**src/rtl/wsn_pkg.sv**
```systemverilog
// Shared constants and types for the neighbor table kept in shared memory.
package wsn_pkg;

  localparam int unsigned WORD_WIDTH  = 16;
  localparam logic [15:0] TBL_BASE    = 16'h0400;
  localparam int unsigned OFS_ID      = 0;
  localparam int unsigned OFS_BATT    = 2;
  localparam int unsigned OFS_VAL     = 4;
  localparam int unsigned OFS_CLU     = 6;
  localparam int unsigned ENTRY_BYTES = 8;
  localparam int unsigned MAX_NBR     = 16;

  typedef logic [WORD_WIDTH-1:0] word_t;

  // One neighbor table entry, fields in memory order
  typedef struct packed {
    word_t id;
    word_t batt;
    word_t val;
    word_t clu;
  } nbr_entry_t;

  // Byte address of field ofs of entry k; entry 0 follows the count word
  function automatic word_t entry_addr(input word_t base, input int unsigned k,
                                       input int unsigned ofs);
    return word_t'(32'(base) + 32'(2 + k * ENTRY_BYTES + ofs));
  endfunction

endpackage

```
**src/rtl/best_hop_select_if.sv**
```systemverilog
// Request/result and memory-port signals of best_hop_select.
interface best_hop_select_if #(
  parameter int unsigned WIDTH = wsn_pkg::WORD_WIDTH
);
  import wsn_pkg::*;

  logic             start;
  logic [WIDTH-1:0] clusterID;
  logic [WIDTH-1:0] minBattery;
  logic [WIDTH-1:0] address;
  logic             wr_en;
  logic [WIDTH-1:0] mem_data_out;
  logic             busy;
  logic             done;
  logic             found;
  logic [WIDTH-1:0] bestID;
  logic [WIDTH-1:0] bestValue;

  // Requester and memory side
  modport master (
    output start, clusterID, minBattery, mem_data_out,
    input  address, wr_en, busy, done, found, bestID, bestValue
  );

  // Scanner side
  modport slave (
    input  start, clusterID, minBattery, mem_data_out,
    output address, wr_en, busy, done, found, bestID, bestValue
  );

endinterface

```
**src/rtl/best_hop_select.sv**
```systemverilog
// Scans the neighbor table and reports the cheapest eligible next hop.
// Read-only on the shared memory port; one word per cycle, 1-cycle read latency.
module best_hop_select
  import wsn_pkg::*;
#(
  parameter int unsigned           WORD_WIDTH = wsn_pkg::WORD_WIDTH,
  parameter logic [WORD_WIDTH-1:0] TBL_BASE   = wsn_pkg::TBL_BASE,
  parameter int unsigned           MAX_NBR    = wsn_pkg::MAX_NBR
) (
  input  logic             clock,
  input  logic             nrst,
  best_hop_select_if.slave bus
);

  localparam int unsigned CNT_W  = $clog2(MAX_NBR + 1);
  localparam int unsigned WCNT_W = $clog2(4 * MAX_NBR + 1);
  localparam logic [WORD_WIDTH-1:0] ALL_ONES  = '1;
  localparam logic [WORD_WIDTH-1:0] WORD_STEP = WORD_WIDTH'(2);

  typedef enum logic [1:0] {ST_IDLE, ST_RD_CNT, ST_SCAN, ST_DONE} state_t;

  state_t                state_q, state_d;
  logic [WORD_WIDTH-1:0] addr_q, addr_d;
  logic [CNT_W-1:0]      n_q, n_d;
  logic [WCNT_W-1:0]     j_q, j_d;
  logic [WORD_WIDTH-1:0] req_clu_q, req_clu_d;
  logic [WORD_WIDTH-1:0] req_batt_q, req_batt_d;
  logic [WORD_WIDTH-1:0] cur_id_q, cur_id_d;
  logic [WORD_WIDTH-1:0] cur_batt_q, cur_batt_d;
  logic [WORD_WIDTH-1:0] cur_val_q, cur_val_d;
  logic [WORD_WIDTH-1:0] best_id_q, best_id_d;
  logic [WORD_WIDTH-1:0] best_val_q, best_val_d;
  logic                  found_q, found_d;
  logic                  busy_q, busy_d;
  logic                  done_q, done_d;
  logic                  res_found_q, res_found_d;
  logic [WORD_WIDTH-1:0] res_id_q, res_id_d;
  logic [WORD_WIDTH-1:0] res_val_q, res_val_d;

  logic [WCNT_W-1:0]     n4_c;
  logic [2:0]            cap_ofs_c;
  logic [CNT_W-1:0]      clamp_c;
  logic                  elig_c;
  logic                  win_c;

  // Scan length in words, byte offset of the word arriving now, clamped count
  assign n4_c      = WCNT_W'({n_q, 2'b00});
  assign cap_ofs_c = {2'(j_q - WCNT_W'(1)), 1'b0};
  assign clamp_c   = (bus.mem_data_out > WORD_WIDTH'(MAX_NBR)) ? CNT_W'(MAX_NBR)
                                                                : CNT_W'(bus.mem_data_out);

  // Entry evaluation happens as its clusterID word arrives; ties keep the earlier entry
  assign elig_c = (bus.mem_data_out == req_clu_q) && (cur_batt_q >= req_batt_q);
  assign win_c  = elig_c && (!found_q || (cur_val_q < best_val_q));

  // Next-state and datapath update
  always_comb begin
    state_d     = state_q;
    addr_d      = addr_q;
    n_d         = n_q;
    j_d         = j_q;
    req_clu_d   = req_clu_q;
    req_batt_d  = req_batt_q;
    cur_id_d    = cur_id_q;
    cur_batt_d  = cur_batt_q;
    cur_val_d   = cur_val_q;
    best_id_d   = best_id_q;
    best_val_d  = best_val_q;
    found_d     = found_q;
    busy_d      = busy_q;
    done_d      = 1'b0;
    res_found_d = res_found_q;
    res_id_d    = res_id_q;
    res_val_d   = res_val_q;

    case (state_q)
      ST_IDLE: begin
        addr_d = TBL_BASE;
        if (bus.start) begin
          state_d    = ST_RD_CNT;
          req_clu_d  = bus.clusterID;
          req_batt_d = bus.minBattery;
          best_id_d  = ALL_ONES;
          best_val_d = ALL_ONES;
          found_d    = 1'b0;
          busy_d     = 1'b1;
        end
      end

      ST_RD_CNT: begin
        n_d = clamp_c;
        j_d = '0;
        if (clamp_c == '0) begin
          state_d     = ST_DONE;
          busy_d      = 1'b0;
          done_d      = 1'b1;
          res_found_d = found_q;
          res_id_d    = best_id_q;
          res_val_d   = best_val_q;
        end else begin
          state_d = ST_SCAN;
          addr_d  = TBL_BASE + WORD_STEP;
        end
      end

      ST_SCAN: begin
        j_d = j_q + WCNT_W'(1);
        if ((j_q + WCNT_W'(1)) < n4_c) begin
          addr_d = addr_q + WORD_STEP;
        end
        if (j_q != '0) begin
          case (cap_ofs_c)
            3'(OFS_ID):   cur_id_d   = bus.mem_data_out;
            3'(OFS_BATT): cur_batt_d = bus.mem_data_out;
            3'(OFS_VAL):  cur_val_d  = bus.mem_data_out;
            default: begin
              if (win_c) begin
                best_id_d  = cur_id_q;
                best_val_d = cur_val_q;
                found_d    = 1'b1;
              end
            end
          endcase
        end
        if (j_q == n4_c) begin
          state_d     = ST_DONE;
          addr_d      = TBL_BASE;
          busy_d      = 1'b0;
          done_d      = 1'b1;
          res_found_d = found_d;
          res_id_d    = best_id_d;
          res_val_d   = best_val_d;
        end
      end

      ST_DONE: begin
        state_d = ST_IDLE;
        addr_d  = TBL_BASE;
      end

      default: state_d = ST_IDLE;
    endcase
  end

  // State and datapath registers
  always_ff @(posedge clock or negedge nrst) begin
    if (!nrst) begin
      state_q     <= ST_IDLE;
      addr_q      <= TBL_BASE;
      n_q         <= '0;
      j_q         <= '0;
      req_clu_q   <= '0;
      req_batt_q  <= '0;
      cur_id_q    <= '0;
      cur_batt_q  <= '0;
      cur_val_q   <= '0;
      best_id_q   <= ALL_ONES;
      best_val_q  <= ALL_ONES;
      found_q     <= 1'b0;
      busy_q      <= 1'b0;
      done_q      <= 1'b0;
      res_found_q <= 1'b0;
      res_id_q    <= ALL_ONES;
      res_val_q   <= ALL_ONES;
    end else begin
      state_q     <= state_d;
      addr_q      <= addr_d;
      n_q         <= n_d;
      j_q         <= j_d;
      req_clu_q   <= req_clu_d;
      req_batt_q  <= req_batt_d;
      cur_id_q    <= cur_id_d;
      cur_batt_q  <= cur_batt_d;
      cur_val_q   <= cur_val_d;
      best_id_q   <= best_id_d;
      best_val_q  <= best_val_d;
      found_q     <= found_d;
      busy_q      <= busy_d;
      done_q      <= done_d;
      res_found_q <= res_found_d;
      res_id_q    <= res_id_d;
      res_val_q   <= res_val_d;
    end
  end

  assign bus.address   = addr_q;
  assign bus.wr_en     = 1'b0;
  assign bus.busy      = busy_q;
  assign bus.done      = done_q;
  assign bus.found     = res_found_q;
  assign bus.bestID    = res_id_q;
  assign bus.bestValue = res_val_q;

endmodule

```
**src/flat_wrapper.sv**
```systemverilog
// flat-port wrapper written by rule: the top's interface ports become plain ports
module best_hop_select_flat import wsn_pkg::*;
#(
  parameter int unsigned           WORD_WIDTH = wsn_pkg::WORD_WIDTH,
  parameter logic [WORD_WIDTH-1:0] TBL_BASE   = wsn_pkg::TBL_BASE,
  parameter int unsigned           MAX_NBR    = wsn_pkg::MAX_NBR
)
  (clock, nrst, bus_start, bus_clusterID, bus_minBattery, bus_mem_data_out, bus_address, bus_wr_en, bus_busy, bus_done, bus_found, bus_bestID, bus_bestValue);
  best_hop_select_if bus_i ();
  input  logic clock;
  input  logic nrst;
  input wire logic [$bits(bus_i.start)-1:0] bus_start;
  input wire logic [$bits(bus_i.clusterID)-1:0] bus_clusterID;
  input wire logic [$bits(bus_i.minBattery)-1:0] bus_minBattery;
  input wire logic [$bits(bus_i.mem_data_out)-1:0] bus_mem_data_out;
  output wire logic [$bits(bus_i.address)-1:0] bus_address;
  output wire logic [$bits(bus_i.wr_en)-1:0] bus_wr_en;
  output wire logic [$bits(bus_i.busy)-1:0] bus_busy;
  output wire logic [$bits(bus_i.done)-1:0] bus_done;
  output wire logic [$bits(bus_i.found)-1:0] bus_found;
  output wire logic [$bits(bus_i.bestID)-1:0] bus_bestID;
  output wire logic [$bits(bus_i.bestValue)-1:0] bus_bestValue;
  assign bus_i.start = bus_start;
  assign bus_i.clusterID = bus_clusterID;
  assign bus_i.minBattery = bus_minBattery;
  assign bus_i.mem_data_out = bus_mem_data_out;
  assign bus_address = bus_i.address;
  assign bus_wr_en = bus_i.wr_en;
  assign bus_busy = bus_i.busy;
  assign bus_done = bus_i.done;
  assign bus_found = bus_i.found;
  assign bus_bestID = bus_i.bestID;
  assign bus_bestValue = bus_i.bestValue;
  best_hop_select #(.WORD_WIDTH(WORD_WIDTH), .TBL_BASE(TBL_BASE), .MAX_NBR(MAX_NBR)) u_core (.clock(clock), .nrst(nrst), .bus(bus_i));
endmodule
```
**config.mk**
```make
export PLATFORM = sky130hd
export DESIGN_NAME = best_hop_select_flat
export DESIGN_NICKNAME = d
export VERILOG_FILES = /design/src/rtl/wsn_pkg.sv /design/src/rtl/best_hop_select_if.sv /design/src/rtl/best_hop_select.sv /design/src/flat_wrapper.sv
export SDC_FILE = /design/constraint.sdc
export NUM_CORES = 1
export LEC_CHECK = 0
export BUFFER_PORTS_ARGS = -buffer_cell sky130_fd_sc_hd__clkbuf_2
export CAP_MARGIN = 30
export CORE_MARGIN = 2
export CORE_UTILIZATION = 59
export CTS_CLUSTER_DIAMETER = 40
export CTS_CLUSTER_SIZE = 8
export DETAILED_ROUTE_END_ITERATION = 10
export PLACE_DENSITY = 0.82
export SETUP_SLACK_MARGIN = 0.05
export SLEW_MARGIN = 10
export SYNTH_ARGS = -nofsm -noshare
export SYNTH_HDL_FRONTEND = slang
export SYNTH_SLANG_ARGS = --single-unit
```
**constraint.sdc**
```tcl
create_clock -name clock -period 3.11 [get_ports clock]
set_clock_uncertainty 0.1 [all_clocks]
set_input_delay 0.4665 -clock clock [delete_from_list [all_inputs] [get_ports clock]]
set_output_delay 0.4665 -clock clock [all_outputs]
set_load 0.1 [all_outputs]
```
==> metrics <==
Nets=roughly 1100; ANT nets after route=0; Slew HR=between 30% and 40%; CP Capture Type=register; vias in the first global route=7449; failing checks=hold timing; Final GP Congestion=0.860; DIE WIDTH=132 µm; reg2reg start=u_core.best_val_q[2]$_DFFE_PN1P_; CP endpoint=u_core.bus.bestValue[10]$_DFFE_PN1P_; first-pass GRT wire length=38100 µm; outcome=finished, violations left; Final Max Slew Viols=0; clock sink total=177; area leader, netlist=dfrtp_1; Skew-Pair Late Insertion Delay=440 ps; Worst IR Drop VDD=0.415 mV; Final Util=a little over two thirds; slack of the worst reg-to-reg path=190 ps; Synth Cell Area=between 9000 and 10000 µm²; main flop type after synthesis=dfrtp_1; Worst R2R End=u_core.bus.bestValue[10]$_DFFE_PN1P_; Synth area leaders=dfrtp_1 29%, dfstp_2 18%, mux2_2 9.4%, ha_1 5.8%, a211oi_1 3.8%; Unique masters post-synth=60; CP Class=reg2reg; die area=~17000 µm²; placed wire-length estimate=roughly 16000 µm; Final Cycle Share=93.9%; Synth Register Bits=177; Min Clock Period, post-route=2920 ps; largest net degree at the start of global routing=91; Leakage=around 4.8 nW; gr ovfl total=0; startpoint types=register; DRC violation total after the first TritonRoute iteration=787; Synth top area share=29.0%; synthesized instance count=925; Hold Buf Count CTS=0; Worst-path clk slew=70 ps; RSZ-0062 raised after global routing=true; post-CTS sizing=0; final non-filler cell total=~1200; post-DR wirelength/cell=19.0 µm; Routed WL=23500 µm; Initial Util=about three fifths; core area=15900 µm²; top-count cell post-synth=dfrtp_1; Hold Fails Final Rpt=5; Critical Path RT=between 3000 and 4000 ps; # IOs=around 100; Fmax achieved=342 MHz; Final Instance Area=between 10000 and 15000 µm²; post-DR vias/cell=6.14; htree depth=4; Max Cap Viol=0; CTS Buf Count=17; setup tns final=0 ps; share of cells above drive strength 1=31.9%; clk buf depth=2; IO Port Bufs=100; Worst Path Arrival=3180 ps; post-CTS setup buffers=0; TritonCTS clock tree=done; ys async rst share=100%; final-report setup violation count=0; Row Count=46; sequential area share after synthesis=46.7%; clock root buffer=clkbuf_16; Post-synth EDFFs=0; Die Y=132 µm; Warnings, synthesis=0; CP Max Fanout=21; Placed Area=about 10000 µm²; Pwr Density=427 nW/µm²; Worst Reg2Reg Path Length in Cells=9; class of the worst hold path=in2async; top cells by count, synth=112 x dfrtp_1, 81 x mux2_2, 65 x dfstp_2; Antenna diodes=0; worst slew pin tran=991 ps; syn avg cell area=about 10 µm²; antenna violations before repair=0; Vias=7604; Placed Instances=roughly 1200; Tot GR Track Use=27.3%; Area Overhead vs Synth=14.8%; DRC Markers=0; DRT Pass-1 Iters=5; crit path from=u_core.best_val_q[2]$_DFFE_PN1P_; Hold Slack=-7.65 ps
==> cell families after synthesis <==
| family | Yosys count | synth area share [%] |
|---|---|---|
| flops | 177 | 46.7 |
| xor+xnor | 33 | 2.99 |
| other cells | 1 | 0.0388 |
| fa+ha+maj | 45 | 5.83 |
| mux | 83 | 9.65 |
| buf+inv | 116 | 4.85 |
| compound gates | 171 | 13.4 |
| simple gates | 299 | 16.6 |
==> worst max-delay path, cell delays in order, from the launching register on <==
cell and delay, ps:
dfstp_2 550, inv_1 60, ha_1 320, a211oi_1 300, o21ai_0 150, a221oi_1 300, o31a_2 350, buf_4 300
a211oi_1 100, a221o_1 290
==> power breakdown <==
group | switching (mW) | leakage, nW | internal (mW)
Sequential | 0.0364 | 2.06 | 2.34
Clock | 0.949 | 0.276 | 1.19
Combinational | 0.138 | 2.49 | 0.0893
==> stage by stage <==
step	total power [mW]	setup WS [ps]
after floorplan	2.50	288
after global placement	2.63	283
after detailed placement	2.64	150
after CTS	4.76	135
after global routing	4.88	31.5
final	4.74	189
==> area by class of cell <==
cell class / instances / area [µm²]
fill: 1188 / 4850
multi-input combinational: 633 / 4710
inverter: 48 / 180
tap: 216 / 270
sequential: 177 / 4520
clock buffer: 17 / 425
clock inverter: 15 / 161
timing repair buffer: 132 / 827
==> per-layer routing <==
layer | track usage [%] | routed length, µm | part of all wire [%] | up-vias
li1 | - | - | - | 3558
met1 | 37.3 | 10200 | 43 | 3699
met2 | 44.5 | 11100 | 47 | 306
met3 | 4.81 | 1720 | 7.3 | 41
met4 | 8.76 | 458 | 2.0 | 0
met5 | 0 | 0 | 0 | -
==> cell usage in the layout (no fill, tap or decap), drive strengths merged, types with 24 or more instances in the layout <==
cell / instances
and2: 34
mux2: 81
buf: 32
nor3: 40
a221o: 32
xor2: 29
a211oi: 50
nand2: 35
inv: 50
dfstp: 65
nand3: 54
ha: 45
nor3b: 32
nor2: 52
clkbuf: 117
dfrtp: 112
a21oi: 37
nand4: 24
==> worst min-delay path by stage <==
stage | end | cells past startpoint
2_1_floorplan | u_core.bus.address[11]$_DFFE_PN0P_ | 0
3_3_place_gp | u_core.bus.found$_DFFE_PN0P_ | 2
3_5_place_dp | u_core.bus.found$_DFFE_PN0P_ | 2
4_1_cts | u_core.req_batt_q[8]$_DFFE_PN0P_ | 1
5_1_grt | u_core.req_batt_q[8]$_DFFE_PN0P_ | 1
6_report | u_core.req_batt_q[11]$_DFFE_PN0P_ | 1
Power figures use the tool's default switching activity.
